File: config.mk
export PLATFORM = sky130hd
export DESIGN_NAME = if_pc_queue
export DESIGN_NICKNAME = d
export VERILOG_FILES = /design/src/rtl/if_pc_queue_pkg.sv /design/src/rtl/if_pc_queue.sv
export SDC_FILE = /design/constraint.sdc
export NUM_CORES = 1
export LEC_CHECK = 0
export BUFFER_PORTS_ARGS = -buffer_cell sky130_fd_sc_hd__buf_2
export CORE_MARGIN = 3
export CORE_UTILIZATION = 38
export CTS_BUF_LIST = sky130_fd_sc_hd__clkbuf_16
export DETAILED_ROUTE_END_ITERATION = 7
export PLACE_DENSITY = 0.55
export SLEW_MARGIN = 40
export SYNTH_ARGS = -nofsm -noshare
export SYNTH_HDL_FRONTEND = slang
export SYNTH_SLANG_ARGS = --single-unit
File: constraint.sdc
create_clock -name clk -period 6.4 [get_ports clk]
set_input_delay 0 -clock clk [delete_from_list [all_inputs] [get_ports clk]]
set_output_delay 0 -clock clk [all_outputs]
set_load 0.01 [all_outputs]
File: src/rtl/if_pc_queue_pkg.sv
// Shared constants and types for the fetch-side PC queue.
// The constants mirror the global fetch defines so the queue stays self-contained.
package if_pc_queue_pkg;

    localparam logic [31:0] ZERO_WORD    = 32'h0000_0000;
    localparam logic        INST_VALID   = 1'b1;
    localparam logic        INST_INVALID = 1'b0;
    localparam logic        BRANCH       = 1'b1;

    // What a returning memory response does to the queue this cycle
    typedef enum logic [1:0] {
        RESP_NONE = 2'd0,
        RESP_DROP = 2'd1,
        RESP_POP  = 2'd2,
        RESP_ERR  = 2'd3
    } resp_kind_e;

endpackage : if_pc_queue_pkg

File: src/rtl/if_pc_queue.sv
// Tracks up to DEPTH outstanding fetches so each returned instruction leaves paired with its PC.
// A flush converts live entries into owed drops so squashed responses are silently discarded.
module if_pc_queue
    import if_pc_queue_pkg::*;
#(
    parameter int ADDR_WIDTH = 32,
    parameter int INST_WIDTH = 32,
    parameter int DEPTH      = 4
) (
    input  logic                          clk,
    input  logic                          rst,
    input  logic                          req_valid_i,
    input  logic [ADDR_WIDTH-1:0]         req_pc_i,
    output logic                          req_ready_o,
    input  logic                          resp_valid_i,
    input  logic [INST_WIDTH-1:0]         resp_inst_i,
    input  logic                          branch_flag_i,
    output logic [ADDR_WIDTH-1:0]         pc_o,
    output logic [INST_WIDTH-1:0]         inst_o,
    output logic                          inst_valid_o,
    output logic [$clog2(DEPTH+1)-1:0]    count_o,
    output logic                          proto_err_o
);

    localparam int PTR_W = $clog2(DEPTH);
    localparam int CNT_W = $clog2(DEPTH + 1);

    logic [ADDR_WIDTH-1:0] pc_mem_r [DEPTH];
    logic [PTR_W-1:0]      rd_ptr_r;
    logic [PTR_W-1:0]      wr_ptr_r;
    logic [CNT_W-1:0]      count_r;
    logic [CNT_W-1:0]      drop_cnt_r;

    logic [CNT_W:0]        outstanding_s;
    logic [CNT_W:0]        flush_drop_s;
    logic                  flush_s;
    logic                  req_ready_s;
    logic                  push_s;
    logic                  pop_s;
    resp_kind_e            resp_kind_s;

    // Request acceptance and classification of the incoming response
    always_comb begin
        outstanding_s = {1'b0, count_r} + {1'b0, drop_cnt_r};
        flush_s       = (branch_flag_i == BRANCH);
        req_ready_s   = !flush_s && (outstanding_s < (CNT_W + 1)'(DEPTH));
        push_s        = req_valid_i && req_ready_s;
        if (!resp_valid_i) begin
            resp_kind_s = RESP_NONE;
        end else if (drop_cnt_r != {CNT_W{1'b0}}) begin
            resp_kind_s = RESP_DROP;
        end else if (count_r != {CNT_W{1'b0}}) begin
            resp_kind_s = RESP_POP;
        end else begin
            resp_kind_s = RESP_ERR;
        end
        pop_s = (resp_kind_s == RESP_POP);
        // A response arriving with the flush retires the oldest owed slot
        if (resp_valid_i && (outstanding_s != {(CNT_W + 1){1'b0}})) begin
            flush_drop_s = outstanding_s - {{CNT_W{1'b0}}, 1'b1};
        end else begin
            flush_drop_s = outstanding_s;
        end
    end

    assign req_ready_o = req_ready_s;
    assign count_o     = count_r;

    // PC storage; written only on an accepted request
    always_ff @(posedge clk) begin
        if (push_s) begin
            pc_mem_r[wr_ptr_r] <= req_pc_i;
        end
    end

    // Pointer, live-count and owed-drop bookkeeping
    always_ff @(posedge clk or posedge rst) begin
        if (rst) begin
            rd_ptr_r   <= {PTR_W{1'b0}};
            wr_ptr_r   <= {PTR_W{1'b0}};
            count_r    <= {CNT_W{1'b0}};
            drop_cnt_r <= {CNT_W{1'b0}};
        end else if (flush_s) begin
            rd_ptr_r   <= wr_ptr_r;
            count_r    <= {CNT_W{1'b0}};
            drop_cnt_r <= flush_drop_s[CNT_W-1:0];
        end else begin
            if (push_s) begin
                wr_ptr_r <= wr_ptr_r + {{(PTR_W - 1){1'b0}}, 1'b1};
            end
            count_r <= count_r + CNT_W'(push_s) - CNT_W'(pop_s);
            case (resp_kind_s)
                RESP_POP:  rd_ptr_r   <= rd_ptr_r + {{(PTR_W - 1){1'b0}}, 1'b1};
                RESP_DROP: drop_cnt_r <= drop_cnt_r - {{(CNT_W - 1){1'b0}}, 1'b1};
                default:   drop_cnt_r <= drop_cnt_r;
            endcase
        end
    end

    // Registered decode-side outputs and the sticky error flag
    always_ff @(posedge clk or posedge rst) begin
        if (rst) begin
            pc_o         <= {ADDR_WIDTH{1'b0}};
            inst_o       <= {INST_WIDTH{1'b0}};
            inst_valid_o <= INST_INVALID;
            proto_err_o  <= 1'b0;
        end else begin
            proto_err_o <= proto_err_o | (resp_kind_s == RESP_ERR);
            if (flush_s) begin
                pc_o         <= {ADDR_WIDTH{1'b0}};
                inst_o       <= {INST_WIDTH{1'b0}};
                inst_valid_o <= INST_INVALID;
            end else begin
                case (resp_kind_s)
                    RESP_POP: begin
                        pc_o         <= pc_mem_r[rd_ptr_r];
                        inst_o       <= resp_inst_i;
                        inst_valid_o <= INST_VALID;
                    end
                    default: inst_valid_o <= INST_INVALID;
                endcase
            end
        end
    end

endmodule : if_pc_queue
# After elaboration in Yosys (flattened, before gate mapping)
# Memories as Yosys holds them, arrays and structs flattened.
# Cells that the tools add are included.
# Widths: inputs -> output; s select.
word_totals:
  regBits: 76
  wordCells: 49
  out_inout_bits: 70
  in_bits: 69
  mem_bits_rw: 128
  memories: 1
mem_list:
  columns: ["name", "words", "width", "rd", "rd_clocked_by_memory_dff", "wr", "line_no", "source"]
  rows:
  - ["pc_mem_r", 4, 32, 1, 0, 1, "if_pc_queue.sv:28", "logic [ADDR_WIDTH-1:0] pc_mem_r [DEPTH];"]
classes:
  eq_ne: 3
  n_reduce_logical: 10
  n_mux: 17
  bitwise_logic: 2
  order_cmp: 1
  n_addsub: 7
ops:
  columns: ["operator", "count"]
  rows:
  - ["$mux 32", 4]
  - ["$mux 3", 4]
  - ["$mux 2", 4]
  - ["$reduce_bool 3->1", 2]
  - ["$sub 3x1->3 const B", 2]
  - ["$mux 1", 5]
  - ["$add 2x1->2 const B", 2]
  - ["$add 3x3->4", 1]
  - ["$eq 2x2->1 const B", 2]
  - ["$lt 4x3->1 const B", 1]
  - ["$reduce_bool 2->1", 2]
  - ["$reduce_bool 4->1", 1]
  - ["$add 3x1->3", 1]
  - ["$logic_and 1x1->1", 3]
  - ["$sub 3x1->3", 1]
  - ["$eq 2x1->1 const B", 1]
  - ["$reduce_and 2->1", 1]
  - ["$logic_not 1->1", 1]
  - ["$not 1->1", 1]
  - ["$or 1x1->1", 1]

# Logic depth before layout (Yosys ltp)
# Gate-level depths: netlist of the first run.
logic_depth:
  depth_word: 7
  mapped_depth: 15
  depth_no_buf: 14

# Worst setup path before layout of the first run
# No wires, ideal clock.
synth_timing:
  path_type: "flip-flop to flip-flop"
  startpoint: "reg count_r[0] (netlist: count_o[0])"
  endpoint: "reg count_r[2] (netlist: count_o[2])"
  stages_incl_launch_ff: 15
  required_time_ns: 6.268
  slack_ns: 3.396
  arrival_ns: 2.873
  setup_time_ns: 0.132
  period_less_slack_ns: 3.004
  path_buffers: 0
  path_cell_list: "dfrtp_1 ha_1 fa_1 nor2_1 a21oi_1 nor4b_4 inv_1 ha_1 inv_1 ha_1 inv_1 fa_1 xor2_1 xnor2_1 nor2_1"
synth_via:
  elab_chain_cells: 7
  word_cells_on_any_way: 12
  classes_between: "add/sub: 3; order compare: 1; eq/ne: 1; mux: 4; reduce/logical: 3"
synth_lines:
  columns: ["item", "line_no", "source"]
  rows:
  - ["from (decl)", "if_pc_queue.sv:31", "logic [CNT_W-1:0] count_r;"]
  - ["from (signal assigned)", "if_pc_queue.sv:81", "count_r <= {CNT_W{1'b0}};"]
  - ["from (signal assigned)", "if_pc_queue.sv:85", "count_r <= {CNT_W{1'b0}};"]
  - ["from (signal assigned)", "if_pc_queue.sv:91", "count_r <= count_r + CNT_W'(push_s) - CNT_W'(pop_s);"]
  - ["$add 3x3->4 or $reduce_bool 3->1 (tied branches)", "if_pc_queue.sv:44, if_pc_queue.sv:52", null]
  - ["$lt 4x3->1 or $mux 1 (tied branches)", "if_pc_queue.sv:46, if_pc_queue.sv:52", null]
  - ["$logic_and 1x1->1 or $mux 2 (tied branches)", "if_pc_queue.sv:46, if_pc_queue.sv:50", null]
  - ["$logic_and 1x1->1 or $mux 2 (tied branches)", "if_pc_queue.sv:47, if_pc_queue.sv:48", null]
  - ["$add 3x1->3 or $eq 2x2->1 (tied branches)", "if_pc_queue.sv:91, if_pc_queue.sv:57", null]
  - ["$sub 3x1->3 *", "if_pc_queue.sv:91", null]
  - ["$mux 3 *", "if_pc_queue.sv:83", "end else if (flush_s) begin"]
# Every way passes the cells marked *; elsewhere a longest branch is shown, timed or not.
# A chain may end at the register's enable or synchronous reset.

# Worst setup path after layout of the first run
# Same ends and word-level chain as after synthesis.

==> results of run 1 <==
[per-layer routing]
layer	global-route usage [%]	share of wire (%)	vias up
li1	-	-	2366
met1	20.2	43	2496
met2	26.8	48	150
met3	2.86	6.1	38
met4	3.68	2.4	0
met5	0	0	-
[cells by family (layout without fill, tap and decap cells)]
family | Yosys count | count (layout) | synth area share (%)
xor+xnor | 5 | 5 | 0.544
flops | 204 | 204 | 71.4
fa+ha+maj | 14 | 14 | 2.36
simple gates | 163 | 163 | 8.65
buf+inv | 43 | 260 | 2.33
compound gates | 78 | 78 | 5.19
mux | 36 | 36 | 9.50
[placed cells by master (no fill, tap or decap), types with 2 or more instances in the layout]
cell type / Yosys / layout
buf_2: 15 / 137
nand2_1: 135 / 135
edfxtp_1: 128 / 128
dfrtp_1: 76 / 74
a21oi_1: 68 / 68
dlygate4sd3_1: 0 / 67
mux4_2: 32 / 32
clkbuf_16: 0 / 24
inv_1: 10 / 17
ha_1: 12 / 12
nor2_1: 8 / 8
clkinv_2: 0 / 6
and2_4: 0 / 4
xnor2_1: 4 / 4
nand2b_1: 3 / 3
mux2_2: 3 / 3
nor2b_1: 2 / 2
inv_4: 0 / 2
nor3_1: 2 / 2
fa_1: 2 / 2
buf_6: 0 / 2
buf_4: 2 / 2
[where the power goes]
group          switching [W]  internal [W]  leakage [nW]  total [W]
clock network       0.000491      0.000714         0.382    0.00121
logic               0.000396      0.000390          1.61   0.000786
registers           0.000127       0.00156          2.20    0.00168
total                0.00101       0.00266          4.19    0.00367
[synthesized netlist by cell type (2+ instances only)]
cell,number
inv_1,10
mux4_2,32
a21oi_1,68
buf_1,2
nand2b_1,3
xnor2_1,4
ha_1,12
dfrtp_1,76
nor2_1,8
nand2_1,135
nor3_1,2
and2_1,4
edfxtp_1,128
buf_2,15
clkbuf_1,13
nor2b_1,2
mux2_2,3
fa_1,2
buf_4,2
[layout make-up]
cell class,instances,area (um^2)
Clock buffer,24,601
Clock inverter,17,98.8
Fill cell,1778,10100
Inverter,11,45.0
Multi-Input combinational cell,296,2120
Sequential cell,204,5750
Tap cell,270,338
Timing Repair Buffer,208,1390
[critical path: cells and delay by family, from the launching register on]
kind | cells | cell delay, ns
xor gates and xnor gates | 2 | 0.30
and+or+nand+nor | 3 | 0.61
AOI/OAI and AO/OA | 1 | 0.09
buffers and inverters | 3 | 0.18
adders and majority gates | 5 | 1.52
DFF | 1 | 0.42
[flip-flops by register name, summed over array words and instances (netlist names)]
register and cells:
inst_valid_o 1, wr_ptr_r 2, count_o 3, drop_cnt_r 3, pc_o 32, inst_o 32
proto_err_o 1, pc_mem_r 128, rd_ptr_r 2
[stage by stage]
| stage | cells | util (%) | hold WS [ns] | total power [W] | area, um^2 |
|---|---|---|---|---|---|
| after floorplan | 543 | - | 0.0989 | 0.00224 | 8050 |
| after global placement | 922 | 43.7 | 0.212 | 0.00245 | 8960 |
| after detailed placement | 922 | 43.8 | 0.222 | 0.00248 | 8970 |
| after CTS | 1030 | 50.5 | 0.112 | 0.00373 | 10300 |
| after global routing | 1030 | 50.5 | 0.0104 | 0.00388 | 10300 |
| final | 1030 | 50.5 | -0.00280 | 0.00367 | 10300 |
[path summary, 6_finish.rpt]
path	from	end	slack (ns)
worst max-delay path	count_o[0]$_DFF_PP0_	count_o[2]$_DFF_PP0_	3.15
worst min-delay path	branch_flag_i	inst_valid_o$_DFF_PP0_	-0.003
worst max register to register	count_o[0]$_DFF_PP0_	count_o[2]$_DFF_PP0_	3.15
worst min register to register	proto_err_o$_DFF_PP0_	proto_err_o$_DFF_PP0_	0.48
max in group asynchronous	rst	rd_ptr_r[1]$_DFFE_PP0P_	5.60
min in group asynchronous	rst	pc_o[15]$_DFFE_PP0P_	0.24
[repair_timing]
| action | in CTS | in global routing |
|---|---|---|
| hold endpoints to repair | 240 | 0 |
| setup buffers | 0 | 0 |
| hold buffers | 67 | 0 |
==> metrics.txt, run 1 <==
setup TNS=0 ns; Max clock buf depth=3; RSZ-0062 raised after global routing=false; worst-path maximum fanout=7; H-Tree Depth=1; Max VDD drop=~0.17 mV; worst path arrival time=approximately 3.6 ns; first-pass GRT wire length=27600 um; area of the die=~0.023 mm^2; root buffer cell=clkbuf_16; fin nets=around 830; Unique masters post-synth=between 40 and 50; final clock skew=about 0.0095 ns; Hold Path Class=in -> reg; IO Pins=between 100 and 150; routability cong.=between 0.7 and 0.8; Place WS=slightly above 3 ns; dpl hpwl=between 10000 and 15000 um; DR pass1 iterations=5; critical path's slowest cell=fa_1; All-Layer GR Usage=between 10% and 20%; initial antenna violation count=0; f_max=between 300 and 400 MHz; vias in the first global route=approximately 5300; Ant. Diodes=0; CP peak stage delay=roughly 0.47 ns; Crit Path Category=reg -> reg; DIE HEIGHT=~150 um; Cells after Synth=around 540; latest clock arrival within the worst-skew pair=just under 0.5 ns; DRC errors left=0; number of port buffers=138; leakage=between 4 and 5 nW; worst-margin pin slew=between 0.7 and 0.8 ns; Syn Std Cell Area=just over 0.008 mm^2; Vias/cell=approximately 5; CTS tree=built; TritonCTS Buffers=23; Routed Antenna Nets=0; Vias=between 5000 and 6000; max_cap viols=0; syn nets=around 630; Post-synth ARST share=a little under two fifths; post-cts repair resize count=0; dominant synthesized flop cell=edfxtp_1; Core Region=just over 0.02 mm^2; initial core utilization=39.3%; PD cells=around 360 mW/mm^2; top post-synthesis cells by area=edfxtp_1, dfrtp_1, mux4_2, nand2_1, a21oi_1; Slew HR=between 50% and 60%; Tcrit/Tclk final=about half; Clock Pin Slew Worst Setup and Hold Paths=approximately 0.06 ns; Hold WS=-0.00280 ns; Synth Area per Inst=between 10 and 15 um^2; Crit path required time=~6.8 ns; status=finished with violations; TritonCTS Sinks=roughly 200; GR Overflow Total=0; PnR worst setup slack=between 3 and 4 ns; Max Slew Vio Count=0; DR WL/cell=roughly 17 um; synth warn=0; Die W=between 150 and 200 um; top cell type by total area after synthesis=edfxtp_1; Post-Route WL=17900 um; Fin. Hold Viols=1; share of cells above drive strength 1=between 20% and 30%; worst reg2reg path depth=14; violated checks=negative hold slack; Hold Path Cell Cnt=2; number of synthesized flops with an enable pin=between 100 and 150; Worst setup EP type=flip-flop; Core Rows=52; critical path launch point type=flip-flop; drt initial violations=220; area growth from synthesis to layout=28.6%; Yosys top cell area share=47.8%; setup violators final=0; synthesized flop and latch total=204; Tmin final=~3.3 ns; crit-path cells=ha_1 > fa_1 > nor2_1 > a21oi_1 > nor4b_4 > inv_1 > ha_1 > inv_1 > ha_1 > inv_1 > fa_1 > xor2_1 > xnor2_1 > nor2_1; sequential area share after synthesis=a little under three quarters; largest net degree at the start of global routing=85
Note: power is estimated with default switching activity, not from simulation.
==> run 2, diff against run 1 <==
--- a/config.mk
+++ b/config.mk
@@ -5,6 +5,7 @@
 export SDC_FILE = /design/constraint.sdc
 export NUM_CORES = 1
 export LEC_CHECK = 0
+export ABC_AREA = 1
 export BUFFER_PORTS_ARGS = -buffer_cell sky130_fd_sc_hd__buf_2
 export CORE_MARGIN = 3
 export CORE_UTILIZATION = 38
==> constraint.sdc (replaced) <==
create_clock -name clk -period 3.11 [get_ports clk]
set_input_delay 0 -clock clk [delete_from_list [all_inputs] [get_ports clk]]
set_output_delay 0 -clock clk [all_outputs]
set_load 0.01 [all_outputs]
==> run 2 against run 1 <==
The flow now finishes without violations. Die area is 1.2% lower. Fmax grew 12%. Critical endpoint unchanged. Highest routed layer unchanged. Utilization increased by 0.19 points. Largest power group unchanged. Critical path type unchanged. Clock-buffer cell count did not move. Synthesized cell count increased by 10%.
==> metrics.txt, run 2 <==
DR pass1 iterations=7 (was 5); Routed Antenna Nets=0 (unchanged); Worst setup EP type=flip-flop (unchanged); number of flip-flops in the largest register=128 (unchanged); Max Slew Vio Count=0 (unchanged); worst path arrival time=3.29 ns (was 3.61 ns); TritonCTS Sinks=204 (unchanged); Synth Area per Inst=13.3 um^2 (was 14.8 um^2); most frequent cells in the layout=buf_2, edfxtp_1, nand2_1 (was buf_2, nand2_1, edfxtp_1); Fill cells=1728 (was 1778); Syn Std Cell Area=0.00795 mm^2 (was 0.00805 mm^2); number of synthesized flops with an enable pin=128 (unchanged); top cell type by total area after synthesis=edfxtp_1 (unchanged); Cells after Synth=599 (was 543); Clock Pin Slew Worst Setup and Hold Paths=0.05 ns (was 0.06 ns); placed insts=988 (was 922); Crit path required time=3.49 ns (was 6.75 ns); crit-path cells=ha_1 > fa_1 > or2_1 > nand2_1 > nand2_1 > nor2_2 > nand2_2 > ha_1 > inv_1 > ha_1 > inv_1 > fa_1 > o21ai_1 > a21oi_1 (was ha_1 > fa_1 > nor2_1 > a21oi_1 > nor4b_4 > inv_1 > ha_1 > inv_1 > ha_1 > inv_1 > fa_1 > xor2_1 > xnor2_1 > nor2_1); All-Layer GR Usage=15.8% (was 15.4%); DRC errors left=0 (unchanged); most flop-heavy register=pc_mem_r (unchanged); synthesized flop and latch total=204 (unchanged); Max VDD drop=0.472 mV (was 0.166 mV); Flop pwr share=44.6% (was 45.8%); synth cell count leaders=edfxtp_1, nand2_1, a21oi_1 (was nand2_1, edfxtp_1, dfrtp_1); Vias/cell=4.96 (was 4.90); Vias=5455 (was 5050); routability cong.=0.743 (was 0.726); area of the die=0.0227 mm^2 (was 0.0230 mm^2); TritonCTS Buffers=23 (unchanged); initial core utilization=39.0% (was 39.3%); Core Rows=52 (unchanged); latest clock arrival within the worst-skew pair=0.52 ns (was 0.49 ns); dominant synthesized flop cell=edfxtp_1 (unchanged); Hold Path Class=in -> async (was in -> reg); top post-synthesis cells by area=edfxtp_1, dfrtp_1, a22o_1, a21oi_1, nand2_1 (was edfxtp_1, dfrtp_1, mux4_2, nand2_1, a21oi_1); Fin. Hold Viols=0 (was 1); Core Region=0.0204 mm^2 (was 0.0205 mm^2); status=complete, no violations (was finished with violations); Bufs and invs on worst path=2 (was 3); Max clock buf depth=3 (unchanged); Die W=151 um (was 152 um); critical path's slowest cell=dfrtp_1 (was fa_1); vias in the first global route=5432 (was 5278); worst-margin pin slew=0.738 ns (was 0.722 ns); CTS tree=built (unchanged); Yosys top cell area share=48.4% (was 47.8%); critical path launch point type=flip-flop (unchanged); IO Pins=139 (unchanged); Tmin final=2.91 ns (was 3.25 ns); fin nets=894 (was 827); final core utilization=50.7% (was 50.5%); synth warn=0 (unchanged); DR WL/cell=16.5 um (was 17.4 um); largest registers=pc_mem_r x128, inst_o x32, pc_o x32 (unchanged); H-Tree Depth=1 (unchanged); most used cell, CP=ha_1; f_max=344 MHz (was 307 MHz); most common cell after layout, fill and taps aside=buf_2 (unchanged); Post-Route WL=18200 um (was 17900 um); Gate power share=23.8% (was 21.4%); root buffer cell=clkbuf_16 (unchanged); GR Overflow Total=0 (unchanged); initial antenna violation count=0 (unchanged); sequential area share after synthesis=72.3% (was 71.4%); syn nets=682 (was 626); final clock skew=0.0138 ns (was 0.00951 ns); PD cells=742 mW/mm^2 (was 355 mW/mm^2); largest net degree at the start of global routing=68 (was 85); worst-path maximum fanout=4 (was 7); leakage=4.55 nW (was 4.19 nW); share of cells above drive strength 1=24.5% (was 28.9%); Sw Ratio=31.3% (was 27.6%); Unique masters post-synth=27 (was 41); max_cap viols=0 (unchanged); Slew HR=50.8% (was 51.9%); RSZ-0062 raised after global routing=false (unchanged); drt initial violations=288 (was 220); Post-synth ARST share=37.3% (unchanged); Tcrit/Tclk final=93.6% (was 50.8%); DIE HEIGHT=151 um (was 152 um); P_int=0.00526 W (was 0.00266 W); dpl hpwl=11000 um (was 10500 um); non-filler instance count after layout=1099 (was 1030); number of port buffers=138 (unchanged); count leader, synth=edfxtp_1 (was nand2_1); area growth from synthesis to layout=29.9% (was 28.6%); Clk network pwr share=31.6% (was 32.8%); delay-heaviest family, CP=adder cells (unchanged); setup violators final=0 (unchanged); first-pass GRT wire length=28600 um (was 27600 um); CP peak stage delay=0.44 ns (was 0.47 ns); Switching Power=0.00240 W (was 0.00101 W); Crit Path Category=reg -> reg (unchanged)
run 2: logic make-up after synthesis:
logic type                 after synthesis  share of synthesized area, %
DFF                                    204                          72.3
AOI/OAI and AO/OA                      167                          13.7
xor gates and xnor gates                 4                         0.441
adders and majority gates               14                          2.39
buffers and inverters                   62                          3.81
and+or+nand+nor                        148                          7.35
run 2: layout make-up:
cell class	instances	area [um^2]	area share (%)
clock inverter	18	90.1	0.873
inverter	26	103	0.994
antenna	1	2.50	0.0242
sequential	204	5750	55.7
timing repair buffer	223	1500	14.5
clock buffer	24	601	5.82
multi-input combinational	333	1940	18.8
tap	270	338	3.27
run 2: stage by stage:
| stage | TNS [ns] | instance area [um^2] | hold WS (ns) | worst slack, ns | total power, W |
|---|---|---|---|---|---|
| floorplan | -62.02 | 7950 | 0.0989 | -0.485 | 0.00465 |
| global placement | 0 | 8940 | 0.217 | 0.299 | 0.00518 |
| detailed placement | 0 | 8950 | 0.0958 | 0.125 | 0.00524 |
| CTS | 0 | 10300 | 0.102 | 0.120 | 0.00778 |
| global route | 0 | 10300 | 0.151 | 0.0318 | 0.00816 |
| finish | 0 | 10300 | 0.0927 | 0.200 | 0.00766 |
run 2: worst reg2reg max path: cells and delay by family (launching register included):
kind            cells  cell delay, ns
simple gates        5            0.63
buf+inv             2            0.10
compound gates      2            0.23
fa+ha+maj           5            1.42
flops               1            0.44
run 2: worst paths after layout:
check                                startpoint                        end  slack (ns)  cells past startpoint
min in group clk                   req_pc_i[12]  pc_mem_r[3][12]$_DFFE_PP_        0.24                      2
hold reg to reg             pc_o[0]$_DFFE_PP0P_        pc_o[0]$_DFFE_PP0P_        0.48                      2
hold / removal                              rst     inst_o[19]$_DFFE_PP0P_        0.09                      3
setup / recovery           count_o[0]$_DFF_PP0_       count_o[2]$_DFF_PP0_        0.20                     14
max in group asynchronous                   rst    rd_ptr_r[0]$_DFFE_PP0P_        2.32                      4
setup reg to reg           count_o[0]$_DFF_PP0_       count_o[2]$_DFF_PP0_        0.20                     14
run 2: repair_timing:
item	CTS	global route
hold buffers	68	0
gates resized for setup	0	2
buffers inserted	0	0
endpoints found under the setup margin	0	1
hold endpoints to repair	225	0
run 2: routing by layer:
layer	track usage, %	vias up	wire, um
li1	-	2581	-
met2	27.3	191	8560
met1	20.6	2661	8050
met5	0	-	0
met4	3.40	0	291
met3	3.70	22	1270
run 2: power groups by stage:
stage | logic, W | clock network [W] | registers [W]
after floorplan | 0.00126 | 0 | 0.00339
after global placement | 0.00173 | 0 | 0.00345
after detailed placement | 0.00177 | 0 | 0.00347
after CTS | 0.00185 | 0.00251 | 0.00342
after global routing | 0.00209 | 0.00262 | 0.00346
final | 0.00182 | 0.00242 | 0.00342
